<file path="config.mk">
export PLATFORM = sky130hd
export DESIGN_NAME = vending_coin_scheduler
export DESIGN_NICKNAME = d
export VERILOG_FILES = /design/src/rtl/vending_pkg.sv /design/src/rtl/coin_slot_fifo.sv /design/src/rtl/vending_coin_scheduler.sv
export SDC_FILE = /design/constraint.sdc
export NUM_CORES = 1
export LEC_CHECK = 0
export CAP_MARGIN = 20
export CORE_MARGIN = 2
export CORE_UTILIZATION = 40
export DETAILED_ROUTE_END_ITERATION = 8
export PLACE_DENSITY = 0.64
export SYNTH_ARGS = -nofsm -noshare
export SYNTH_HDL_FRONTEND = slang
export SYNTH_HIERARCHICAL = 1
export SYNTH_SLANG_ARGS = --single-unit
export TNS_END_PERCENT = 10
</file>
<file path="constraint.sdc">
create_clock -name clk -period 3.22 [get_ports clk]
set_input_delay 0.644 -clock clk [delete_from_list [all_inputs] [get_ports clk]]
set_output_delay 0.644 -clock clk [all_outputs]
set_load 0.1 [all_outputs]
</file>
<file path="src/rtl/vending_pkg.sv">
// Shared definitions for the vending coin front end.
//   - coin codes driven on the 2-bit coin buses
//   - price constants used by the shadow credit checker
//   - scheduler FSM state type
//   - coin_value(): code -> monetary value (0, 5 or 10)
package vending_pkg;

   localparam logic [1:0] COIN_NONE = 2'b00;
   localparam logic [1:0] COIN_5    = 2'b01;
   localparam logic [1:0] COIN_10   = 2'b10;
   localparam logic [1:0] COIN_INV  = 2'b11;

   localparam logic [4:0] PRICE      = 5'd20;
   // Credit that forces both a vend and a 5-unit change return.
   localparam logic [4:0] PRICE_CHG5 = 5'd25;

   typedef enum logic [1:0] {
      IDLE,
      ISSUE,
      GAP
   } sched_state_t;

   function automatic logic [4:0] coin_value(input logic [1:0] code);
      case (code)
         COIN_5:  return 5'd5;
         COIN_10: return 5'd10;
         default: return 5'd0;
      endcase
   endfunction

endpackage

</file>
<file path="src/rtl/coin_slot_fifo.sv">
// Per-slot coin buffer: small FIFO of 2-bit coin codes.
// Ports:
//   clk   - clock, rising edge
//   rst   - synchronous active-low reset (flushes the buffer)
//   push  - write din at the tail (only asserted while ready=1)
//   din   - coin code to store
//   pop   - drop the head (only asserted while empty=0)
//   dout  - current head entry, valid whenever empty=0
//   empty - no stored entries
//   ready - registered occupancy below DEPTH; a pop in the same cycle
//           does not raise it
module coin_slot_fifo
   import vending_pkg::*;
#(
   parameter int DEPTH = 2
) (
   input  logic       clk,
   input  logic       rst,
   input  logic       push,
   input  logic [1:0] din,
   input  logic       pop,
   output logic [1:0] dout,
   output logic       empty,
   output logic       ready
);

   localparam int PTR_W = (DEPTH > 1) ? $clog2(DEPTH) : 1;
   localparam int OCC_W = $clog2(DEPTH + 1);
   localparam logic [PTR_W-1:0] LAST_PTR = PTR_W'(DEPTH - 1);
   localparam logic [OCC_W-1:0] FULL_OCC = OCC_W'(DEPTH);

   logic [1:0]       mem_reg [DEPTH];
   logic [PTR_W-1:0] wr_ptr_reg;
   logic [PTR_W-1:0] rd_ptr_reg;
   logic [OCC_W-1:0] occ_reg;

   // Storage carries no reset; occupancy alone decides what is valid.
   always_ff @(posedge clk) begin
      if (push) begin
         mem_reg[wr_ptr_reg] <= din;
      end
   end

   always_ff @(posedge clk) begin
      if (!rst) begin
         wr_ptr_reg <= '0;
         rd_ptr_reg <= '0;
         occ_reg    <= '0;
      end else begin
         if (push) begin
            wr_ptr_reg <= (wr_ptr_reg == LAST_PTR) ? '0 : wr_ptr_reg + PTR_W'(1);
         end
         if (pop) begin
            rd_ptr_reg <= (rd_ptr_reg == LAST_PTR) ? '0 : rd_ptr_reg + PTR_W'(1);
         end
         case ({push, pop})
            2'b10:   occ_reg <= occ_reg + OCC_W'(1);
            2'b01:   occ_reg <= occ_reg - OCC_W'(1);
            default: occ_reg <= occ_reg;
         endcase
      end
   end

   // Head is read directly so a coin buffered at one edge can be issued
   // at the very next edge.
   assign dout  = mem_reg[rd_ptr_reg];
   assign empty = (occ_reg == '0);
   assign ready = (occ_reg < FULL_OCC);

endmodule

</file>
<file path="src/rtl/vending_coin_scheduler.sv">
// Front-end scheduler for the vending_mealy core.
// Buffers coins from two valid/ready slots, arbitrates round-robin, and
// issues each coin to the core as a one-cycle pulse followed by an idle
// cycle. A shadow credit register predicts the core's Mealy outputs; any
// disagreement sets a sticky mismatch flag.
// Ports:
//   clk, rst                  - clock; synchronous active-low reset
//   s0_coin/s0_valid/s0_ready - slot 0 handshake
//   s1_coin/s1_valid/s1_ready - slot 1 handshake
//   hold                      - blocks new issues (accepts continue)
//   core_coin                 - registered coin drive to the core
//   core_dispense, core_chg5  - core outputs, checked during ISSUE
//   credit                    - shadow credit (0/5/10/15)
//   vend_count, chg_count     - observed dispense / change events
//   reject                    - one-cycle pulse when an invalid coin is dropped
//   mismatch                  - sticky core/shadow disagreement
module vending_coin_scheduler
   import vending_pkg::*;
#(
   parameter int DEPTH = 2,
   parameter int CNT_W = 16
) (
   input  logic             clk,
   input  logic             rst,
   input  logic [1:0]       s0_coin,
   input  logic             s0_valid,
   output logic             s0_ready,
   input  logic [1:0]       s1_coin,
   input  logic             s1_valid,
   output logic             s1_ready,
   input  logic             hold,
   output logic [1:0]       core_coin,
   input  logic             core_dispense,
   input  logic             core_chg5,
   output logic [4:0]       credit,
   output logic [CNT_W-1:0] vend_count,
   output logic [CNT_W-1:0] chg_count,
   output logic             reject,
   output logic             mismatch
);

   logic [1:0] slot_coin  [2];
   logic [1:0] slot_dout  [2];
   logic [1:0] slot_valid;
   logic [1:0] slot_ready;
   logic [1:0] slot_empty;
   logic [1:0] slot_push;
   logic [1:0] slot_inv;
   logic [1:0] slot_pop;

   sched_state_t     state_reg;
   logic [1:0]       core_coin_reg;
   logic [4:0]       credit_reg;
   logic [CNT_W-1:0] vend_count_reg;
   logic [CNT_W-1:0] chg_count_reg;
   logic             reject_reg;
   logic             mismatch_reg;
   logic             last_grant_reg;

   logic       grant;
   logic [4:0] sum;
   logic       exp_d;
   logic       exp_c;

   assign slot_coin[0]  = s0_coin;
   assign slot_coin[1]  = s1_coin;
   assign slot_valid[0] = s0_valid;
   assign slot_valid[1] = s1_valid;
   assign s0_ready      = slot_ready[0];
   assign s1_ready      = slot_ready[1];

   genvar gi;
   generate
      for (gi = 0; gi < 2; gi++) begin : g_slot
         // Only real coins are stored; 00 and 11 are consumed on transfer.
         assign slot_push[gi] = slot_valid[gi] & slot_ready[gi] &
                                ((slot_coin[gi] == COIN_5) || (slot_coin[gi] == COIN_10));
         assign slot_inv[gi]  = slot_valid[gi] & slot_ready[gi] &
                                (slot_coin[gi] == COIN_INV);

         coin_slot_fifo #(
            .DEPTH (DEPTH)
         ) u_fifo (
            .clk   (clk),
            .rst   (rst),
            .push  (slot_push[gi]),
            .din   (slot_coin[gi]),
            .pop   (slot_pop[gi]),
            .dout  (slot_dout[gi]),
            .empty (slot_empty[gi]),
            .ready (slot_ready[gi])
         );
      end
   endgenerate

   // Round-robin grant: with both slots pending, the slot not served last
   // wins; otherwise the only non-empty slot is taken.
   always_comb begin
      grant    = 1'b0;
      slot_pop = 2'b00;
      if ((state_reg == IDLE) && !hold && !(slot_empty[0] && slot_empty[1])) begin
         if (!slot_empty[0] && !slot_empty[1]) begin
            grant = ~last_grant_reg;
         end else begin
            grant = slot_empty[0];
         end
         slot_pop[grant] = 1'b1;
      end
   end

   // Expected core response to the coin currently on core_coin.
   assign sum   = credit_reg + coin_value(core_coin_reg);
   assign exp_d = (sum >= PRICE);
   assign exp_c = (sum == PRICE_CHG5);

   always_ff @(posedge clk) begin
      if (!rst) begin
         state_reg      <= IDLE;
         core_coin_reg  <= COIN_NONE;
         credit_reg     <= '0;
         vend_count_reg <= '0;
         chg_count_reg  <= '0;
         reject_reg     <= 1'b0;
         mismatch_reg   <= 1'b0;
         // Pretend slot 1 was served last so slot 0 wins the first tie.
         last_grant_reg <= 1'b1;
      end else begin
         // Both slots dropping 11 together still yields a single pulse.
         reject_reg <= |slot_inv;
         case (state_reg)
            IDLE: begin
               if (core_dispense || core_chg5) begin
                  mismatch_reg <= 1'b1;
               end
               if (|slot_pop) begin
                  core_coin_reg  <= slot_dout[grant];
                  last_grant_reg <= grant;
                  state_reg      <= ISSUE;
               end
            end
            ISSUE: begin
               credit_reg     <= exp_d ? 5'd0 : sum;
               vend_count_reg <= vend_count_reg + CNT_W'(core_dispense);
               chg_count_reg  <= chg_count_reg + CNT_W'(core_chg5);
               if ((core_dispense != exp_d) || (core_chg5 != exp_c)) begin
                  mismatch_reg <= 1'b1;
               end
               core_coin_reg <= COIN_NONE;
               state_reg     <= GAP;
            end
            GAP: begin
               if (core_dispense || core_chg5) begin
                  mismatch_reg <= 1'b1;
               end
               state_reg <= IDLE;
            end
            default: state_reg <= IDLE;
         endcase
      end
   end

   assign core_coin  = core_coin_reg;
   assign credit     = credit_reg;
   assign vend_count = vend_count_reg;
   assign chg_count  = chg_count_reg;
   assign reject     = reject_reg;
   assign mismatch   = mismatch_reg;

endmodule

</file>
==> results_dict.tcl, run 1 <==
set metrics [dict create \
    skew_pair_late_insertion_delay_ns 0.33 \
    place_hpwl_um 4099 \
    total_leakage_power_nw 1.459 \
    global_route_overflow 0 \
    p_sw_share_pct 35.22 \
    grt_util_all_layers_pct 14.73 \
    std_cell_rows 31 \
    grt_setup_unrepaired "no" \
    num_antenna_cells 0 \
    tns_ns 0 \
    worst_max_slew_margin_expressed_relative_to_the_limit_pct 56.03 \
    critPathArrivalTime_ns 2.78 \
    pre_cts_ws_ns 0.6227 \
    slew_viol_final 0 \
    worst_r2r_path_depth 8 \
    internal_power_mw 1.452 \
    floorplan.die.height_um 89.56 \
    cts_num_sinks 62 \
    rrSetupSlack_ns 0.70 \
    port_buffers 53 \
    holdPathEnd "chg_count[0]" \
    floorplan.die_area_um2 8020 \
    power.density_cell_area_nw_per_um2 617.2 \
    final-setup-viol-count 0 \
    drt-initial-drc-count 46 \
    worst_hold_startpoint "chg_count[0]" \
    worst_ir_drop_vdd_uv 424.8 \
    clockRootBuffer "clkbuf_8" \
    via_density_per_instance 4.841 \
    timing.setup.critical_path_class "reg2reg" \
    ioPinCount 54 \
    synth.yosys.warnings 6 \
    layout-area-overhead-vs-synth_pct 24.02 \
    crit_path_start_kind "flop" \
    report.final.hold_viol_count 0 \
    p_comb_share_pct 30.7 \
    dr.pass1.iters 4 \
    clock_buffers_created_by_tritoncts 9 \
    clock_pin_transition_on_the_worst_setup_and_hold_timing_paths_ns 0.06 \
    worstMarginPinSlew_ns 0.6585 \
    max_cap_viol_count 0 \
    setup_slack_ns 0.6971 \
    p_sw_uw 789.3 \
    resized_after_cts 0 \
    post_synthesis_mean_instance_area_um2 9.265 \
    timing.critical_path.to_type "flop" \
    number_of_library_cell_types_mapped_by_synthesis 46 \
    power.share.clock_pct 28.4 \
    worstHoldPathCells 2 \
    cts_setup_buffers 0 \
    synth_top_area_cell "dfxtp_1" \
    use_met3_pct 3.970 \
    finClkSkew_ns 0.006248 \
    r2r_start "core_coin[1]" \
    h_tree_depth 3 \
    final_nets 395 \
    drt_wl_total_um 5650 \
    sequentialPowerShare_pct 41.0 \
    largest_fanout_on_the_critical_path 9 \
    initial_standard_cell_utilization_of_the_core_pct 40.80 \
    synthesis.nets 338 \
    worstReg2RegEnd "credit[2]" \
    drc 0 \
    worst_hold_slack_ns 0.4806 \
    max_clock_freq_ghz 0.3964 \
    die_width_um 89.56 \
    grt_antenna_before_repair 0 \
    first_global_vias 1956 \
    finalWorstPathRequiredPeriod_ns 2.523 \
    detailroute.via_count 2309 \
    post_synth_main_area_contributors "dfxtp_1, edfxtp_1, xor2_1, nor2_1, nand2_1" \
    syn_inst 316 \
    avgRoutedWirePerCell_um 11.84 \
    synth-edff-count 8 \
    period_share_pct 78.35 \
    design.core.area_um2 7176 \
    min_path_type "reg2reg" \
    ys_seq_area_share_pct 45.13 \
    worstPathRequired_ns 3.48 \
    synth_top_area_share_pct 36.92 \
    met1_usage_pct 18.62 \
    synthArstFlopShare_pct 0 \
    grt_start_max_net_pins 38 \
    critPathLaunch "core_coin[1]" \
    wire_length_of_the_first_global_routing_pass_um 8963 \
    status "complete, no violations" \
    gr-max-usage-layer "met2" \
    globalRouteMet2Util_pct 23.33 \
    ctsLongestPathBuffers 2 \
    commonest_register_cell_after_synthesis "dfxtp_1" \
    tritoncts "built" \
    drive_above_1_share_pct 17.99 \
    routability_congestion 0.7380 \
    holdBufCountCts 0 \
    ys_seq_elements 62 \
    postRouteAntennaNets 0 \
    post_synth_instance_area_um2 2928 \
]
[layer usage]
layer	vias up	part of all wire, %
met2	39	47
met4	0	1.5
met3	7	3.6
met5	-	0
met1	1059	47
li1	1204	-
[cell usage in the layout, fill, tap and decap left out, types with 3 or more instances in the layout]
cell type         n
dfxtp_1          54
buf_4            44
nor2_1           37
nand2_1          35
a21oi_1          18
xor2_1           18
xnor2_1          14
and2_1           13
o21ai_0          13
clkbuf_8         13
or3_1            12
ha_1             10
clkdlybuf4s50_1  10
and3_1            9
nand4_1           8
nand3_1           8
edfxtp_1          8
inv_1             6
nor2b_1           5
nand2b_1          4
mux2_2            4
o21a_1            3
clkbuf_1          3
[critical path, stage by stage (launching register included)]
cell     delay, ns
dfxtp_1       0.39
and2b_1       0.24
and2_1        0.18
fa_1          0.45
nor2_1        0.25
or3_1         0.20
nand3_4       0.12
or4b_1        0.49
a21oi_1       0.14
[worst max path at each step]
stage                                             end  slack (ns)  depth (start not counted)
after global placement    g_slot[0].u_fifo/occ_reg[1]        0.66                          6
final                                       credit[2]        0.70                          8
after detailed placement  g_slot[0].u_fifo/occ_reg[1]        0.62                          6
after CTS                                   credit[2]        0.69                          8
after global routing                        credit[2]        0.49                          8
after floorplan                             credit[2]        0.20                          8
[final cells by class]
type | instances | area (µm²)
Clock buffer | 16 | 190.2
Fill cell | 694 | 3545
Inverter | 7 | 26.28
Multi-Input combinational cell | 239 | 1539
Sequential cell | 62 | 1321
Tap cell | 99 | 123.9
Timing Repair Buffer | 54 | 430.4
[power by group through the flow]
stage	Sequential [mW]	Combinational [mW]	Clock (mW)
floorplan	1.08	0.409	0
global placement	0.936	0.686	0
detailed placement	0.936	0.691	0
CTS	0.920	0.693	0.659
global route	0.931	0.749	0.690
finish	0.918	0.687	0.636
[Yosys cell counts, drive strengths merged, types with 2 or more instances]
master / number
a21oi: 18
and2: 13
mux2i: 2
dfxtp: 54
nand2: 35
or3: 12
inv: 7
nor2: 37
and3: 9
ha: 10
nand4: 8
nor4: 2
o21ai: 13
buf: 3
nor2b: 5
nor3: 2
nand2b: 4
o21a: 3
clkbuf: 5
xnor2: 14
nand3: 9
xor2: 18
edfxtp: 8
a2bb2oi: 2
and2b: 2
a31oi: 2
mux2: 4
a21boi: 3
[stage by stage]
step / util, % / cells / power [mW] / instance area, µm²
floorplan: - / 316 / 1.493 / 2928
global placement: 47.95 / 461 / 1.621 / 3441
detailed placement: 47.95 / 461 / 1.627 / 3441
CTS: 50.60 / 477 / 2.271 / 3631
global route: 50.60 / 477 / 2.369 / 3631
finish: 50.60 / 477 / 2.241 / 3631
[cells by family (layout without fill, tap and decap cells)]
kind of cell	Yosys count	after routing	share of synthesized area, %
flops	62	62	45.13
xor+xnor	32	32	9.573
simple gates	141	141	24.79
compound gates	49	49	11.03
mux	6	6	2.222
buf+inv	15	77	2.308
fa+ha+maj	11	11	4.957
(Power assumes the default switching activity.)
==> inputs of run 2 (changes only) <==
- PLACE_DENSITY: 0.64 -> 0.66
- clock period: 3.22 -> 2.1 ns (I/O delays scaled with it)
==> run 2 against run 1 <==
The flow now finishes with violations (setup timing). Sequential cell count unchanged. Routed wire length increased by 11%. Global-route usage increased by 1.9 points. Sequential power increased by 53%. Design area increased by 11%. Utilization increased by 5.6 points. Combinational power increased by 94%. Cell count increased by 8.6%. Via count increased by 8.1%. Largest cell class unchanged.
==> results_dict.tcl, run 2 (same netlist as run 1, synthesis figures left out) <==
set metrics [dict create \
    detailroute.via_count 2496 \
    postRouteAntennaNets 0 \
    violations "setup timing" \
    grt_setup_unrepaired "yes" \
    final-setup-viol-count 6 \
    timing.critical_path.to_type "flop" \
    final_cell_count_no_fill 518 \
    p_comb_share_pct 34.5 \
    max_clock_freq_ghz 0.4562 \
    initial_standard_cell_utilization_of_the_core_pct 40.80 \
    design.core.area_um2 7176 \
    power.density_cell_area_nw_per_um2 955.7 \
    ctsLongestPathBuffers 2 \
    finClkSkew_ns 0.008316 \
    place_hpwl_um 4605 \
    wire_length_of_the_first_global_routing_pass_um 10160 \
    drc 0 \
    routability_congestion 0.7573 \
    r2r_start "core_coin[1]" \
    worst_hold_slack_ns 0.4827 \
    grt_start_max_net_pins 37 \
    critical-path-top-delay-family "simple AND/OR/NAND/NOR gates" \
    setup_slack_ns -0.09196 \
    drt_wl_total_um 6294 \
    final_common_cell "buf_4" \
    floorplan.die_area_um2 8020 \
    crit_path_cell_trace "nor2b_2, buf_4, ha_1, a21oi_1, nor3b_2, buf_4, nor4_4, buf_6, nand4_1, a21oi_1, o21ai_1" \
    layout-area-overhead-vs-synth_pct 37.74 \
    dp_cells 501 \
    global_route_overflow 0 \
    first_global_vias 2297 \
    holdBufCountCts 0 \
    p_sw_share_pct 34.70 \
    worst_ir_drop_vdd_uv 702.2 \
    grt_util_all_layers_pct 16.68 \
    worst_path_largest_cell_delay_ns 0.34 \
    final_nets 436 \
    grt_antenna_before_repair 0 \
    drive_above_1_share_pct 29.59 \
    timing.setup.critical_path_class "reg2reg" \
    largest_fanout_on_the_critical_path 7 \
    num_antenna_cells 0 \
    critPathBufInv 3 \
    clock_pin_transition_on_the_worst_setup_and_hold_timing_paths_ns 0.07 \
    fill_cells 647 \
    worstPathRequired_ns 2.32 \
    via_density_per_instance 4.819 \
    cts_num_sinks 62 \
    report.final.hold_viol_count 0 \
    commonest_cells_after_routing_fill_and_taps_aside "buf_4, dfxtp_1, nor2_1, nand2_1, xor2_1" \
    internal_power_mw 2.517 \
    standard_cell_with_the_maximum_stage_delay_on_the_critical_path "dfxtp_4" \
    tritoncts "built" \
    power.share.clock_pct 29.3 \
    floorplan.die.height_um 89.56 \
    drt-initial-drc-count 69 \
    worst_max_slew_margin_expressed_relative_to_the_limit_pct 68.76 \
    clock_buffers_created_by_tritoncts 9 \
    clockRootBuffer "clkbuf_8" \
    total_leakage_power_nw 1.685 \
    skew_pair_late_insertion_delay_ns 0.34 \
    finalWorstPathRequiredPeriod_ns 2.192 \
    utilization_pct 56.20 \
    port_buffers 53 \
    slew_viol_final 0 \
    min_path_type "reg2reg" \
    critPathArrivalTime_ns 2.41 \
    sequentialPowerShare_pct 36.2 \
    period_share_pct 104.4 \
    worst_hold_startpoint "credit[3]" \
    design_power_total_mw 3.854 \
    pre_cts_ws_ns -0.1619 \
    std_cell_rows 31 \
    ioPinCount 54 \
    critPathLaunch "core_coin[1]" \
    status "complete, but fails checks" \
    crit_path_start_kind "flop" \
    dr.pass1.iters 4 \
    max_cap_viol_count 0 \
    die_width_um 89.56 \
    avgRoutedWirePerCell_um 12.15 \
    worstMarginPinSlew_ns 0.4686 \
    p_sw_mw 1.337 \
    h_tree_depth 3 \
]
run 2: cell count changes in the layout (fill, tap and decap cells not counted), moves of 3 or more:
| cell | before | now |
|---|---|---|
| dfxtp_1 | 54 | 49 |
| buf_4 | 44 | 82 |
| dfxtp_2 | 0 | 4 |
| clkbuf_1 | 3 | 0 |
| clkbuf_8 | 13 | 9 |
run 2: what timing repair did:
action,in CTS,in global routing
buffers inserted,1,0
pin swaps,1,2
setup endpoints to repair,6,6
gates resized for setup,3,3
run 2: per-stage QoR:
| step | TNS [ns] | instance area [µm²] |
|---|---|---|
| finish | -0.4115 | 4033 |
| global route | -1.055 | 4033 |
| CTS | -0.5259 | 4019 |
| detailed placement | -1.916 | 3794 |
| global placement | -1.345 | 3794 |
| floorplan | -3.747 | 2955 |
run 2: layout make-up:
type | count | area (µm²) | area share (%)
inverters | 7 | 26.28 | 0.6516
clock inverters | 7 | 88.84 | 2.203
clock buffers | 9 | 123.9 | 3.072
well taps | 99 | 123.9 | 3.072
repair buffers | 95 | 767.0 | 19.02
flip-flops and latches | 62 | 1330 | 32.98
multi-input cells | 239 | 1573 | 39.00
run 2: worst paths after layout:
kind,to,slack [ns],cells past startpoint
max,mismatch,-0.09,11
min,credit[3],0.48,2
max reg2reg,mismatch,-0.09,11
min reg2reg,credit[3],0.48,2
run 2: power by group through the flow:
stage	logic [mW]	registers [mW]	clock network, mW
floorplan	0.636	1.67	0
global placement	1.27	1.41	0
detailed placement	1.29	1.42	0
CTS	1.32	1.40	1.15
global route	1.45	1.41	1.21
finish	1.33	1.40	1.13
run 2: worst register-to-register path, stage by stage (launching register included):
cell	delay (ns)
dfxtp_4	0.34
nor2b_2	0.16
buf_4	0.14
ha_1	0.27
a21oi_1	0.08
nor3b_2	0.17
buf_4	0.15
nor4_4	0.27
buf_6	0.16
nand4_1	0.09
a21oi_1	0.16
o21ai_1	0.08
run 2: routing by layer:
| layer | part of all wire (%) | vias to the layer above | GRT usage (%) |
|---|---|---|---|
| met5 | 0 | - | 0 |
| met1 | 46 | 1150 | 19.74 |
| met3 | 3.1 | 11 | 3.601 |
| met2 | 49 | 41 | 28.48 |
| met4 | 2.0 | 0 | 8.141 |
| li1 | - | 1294 | - |
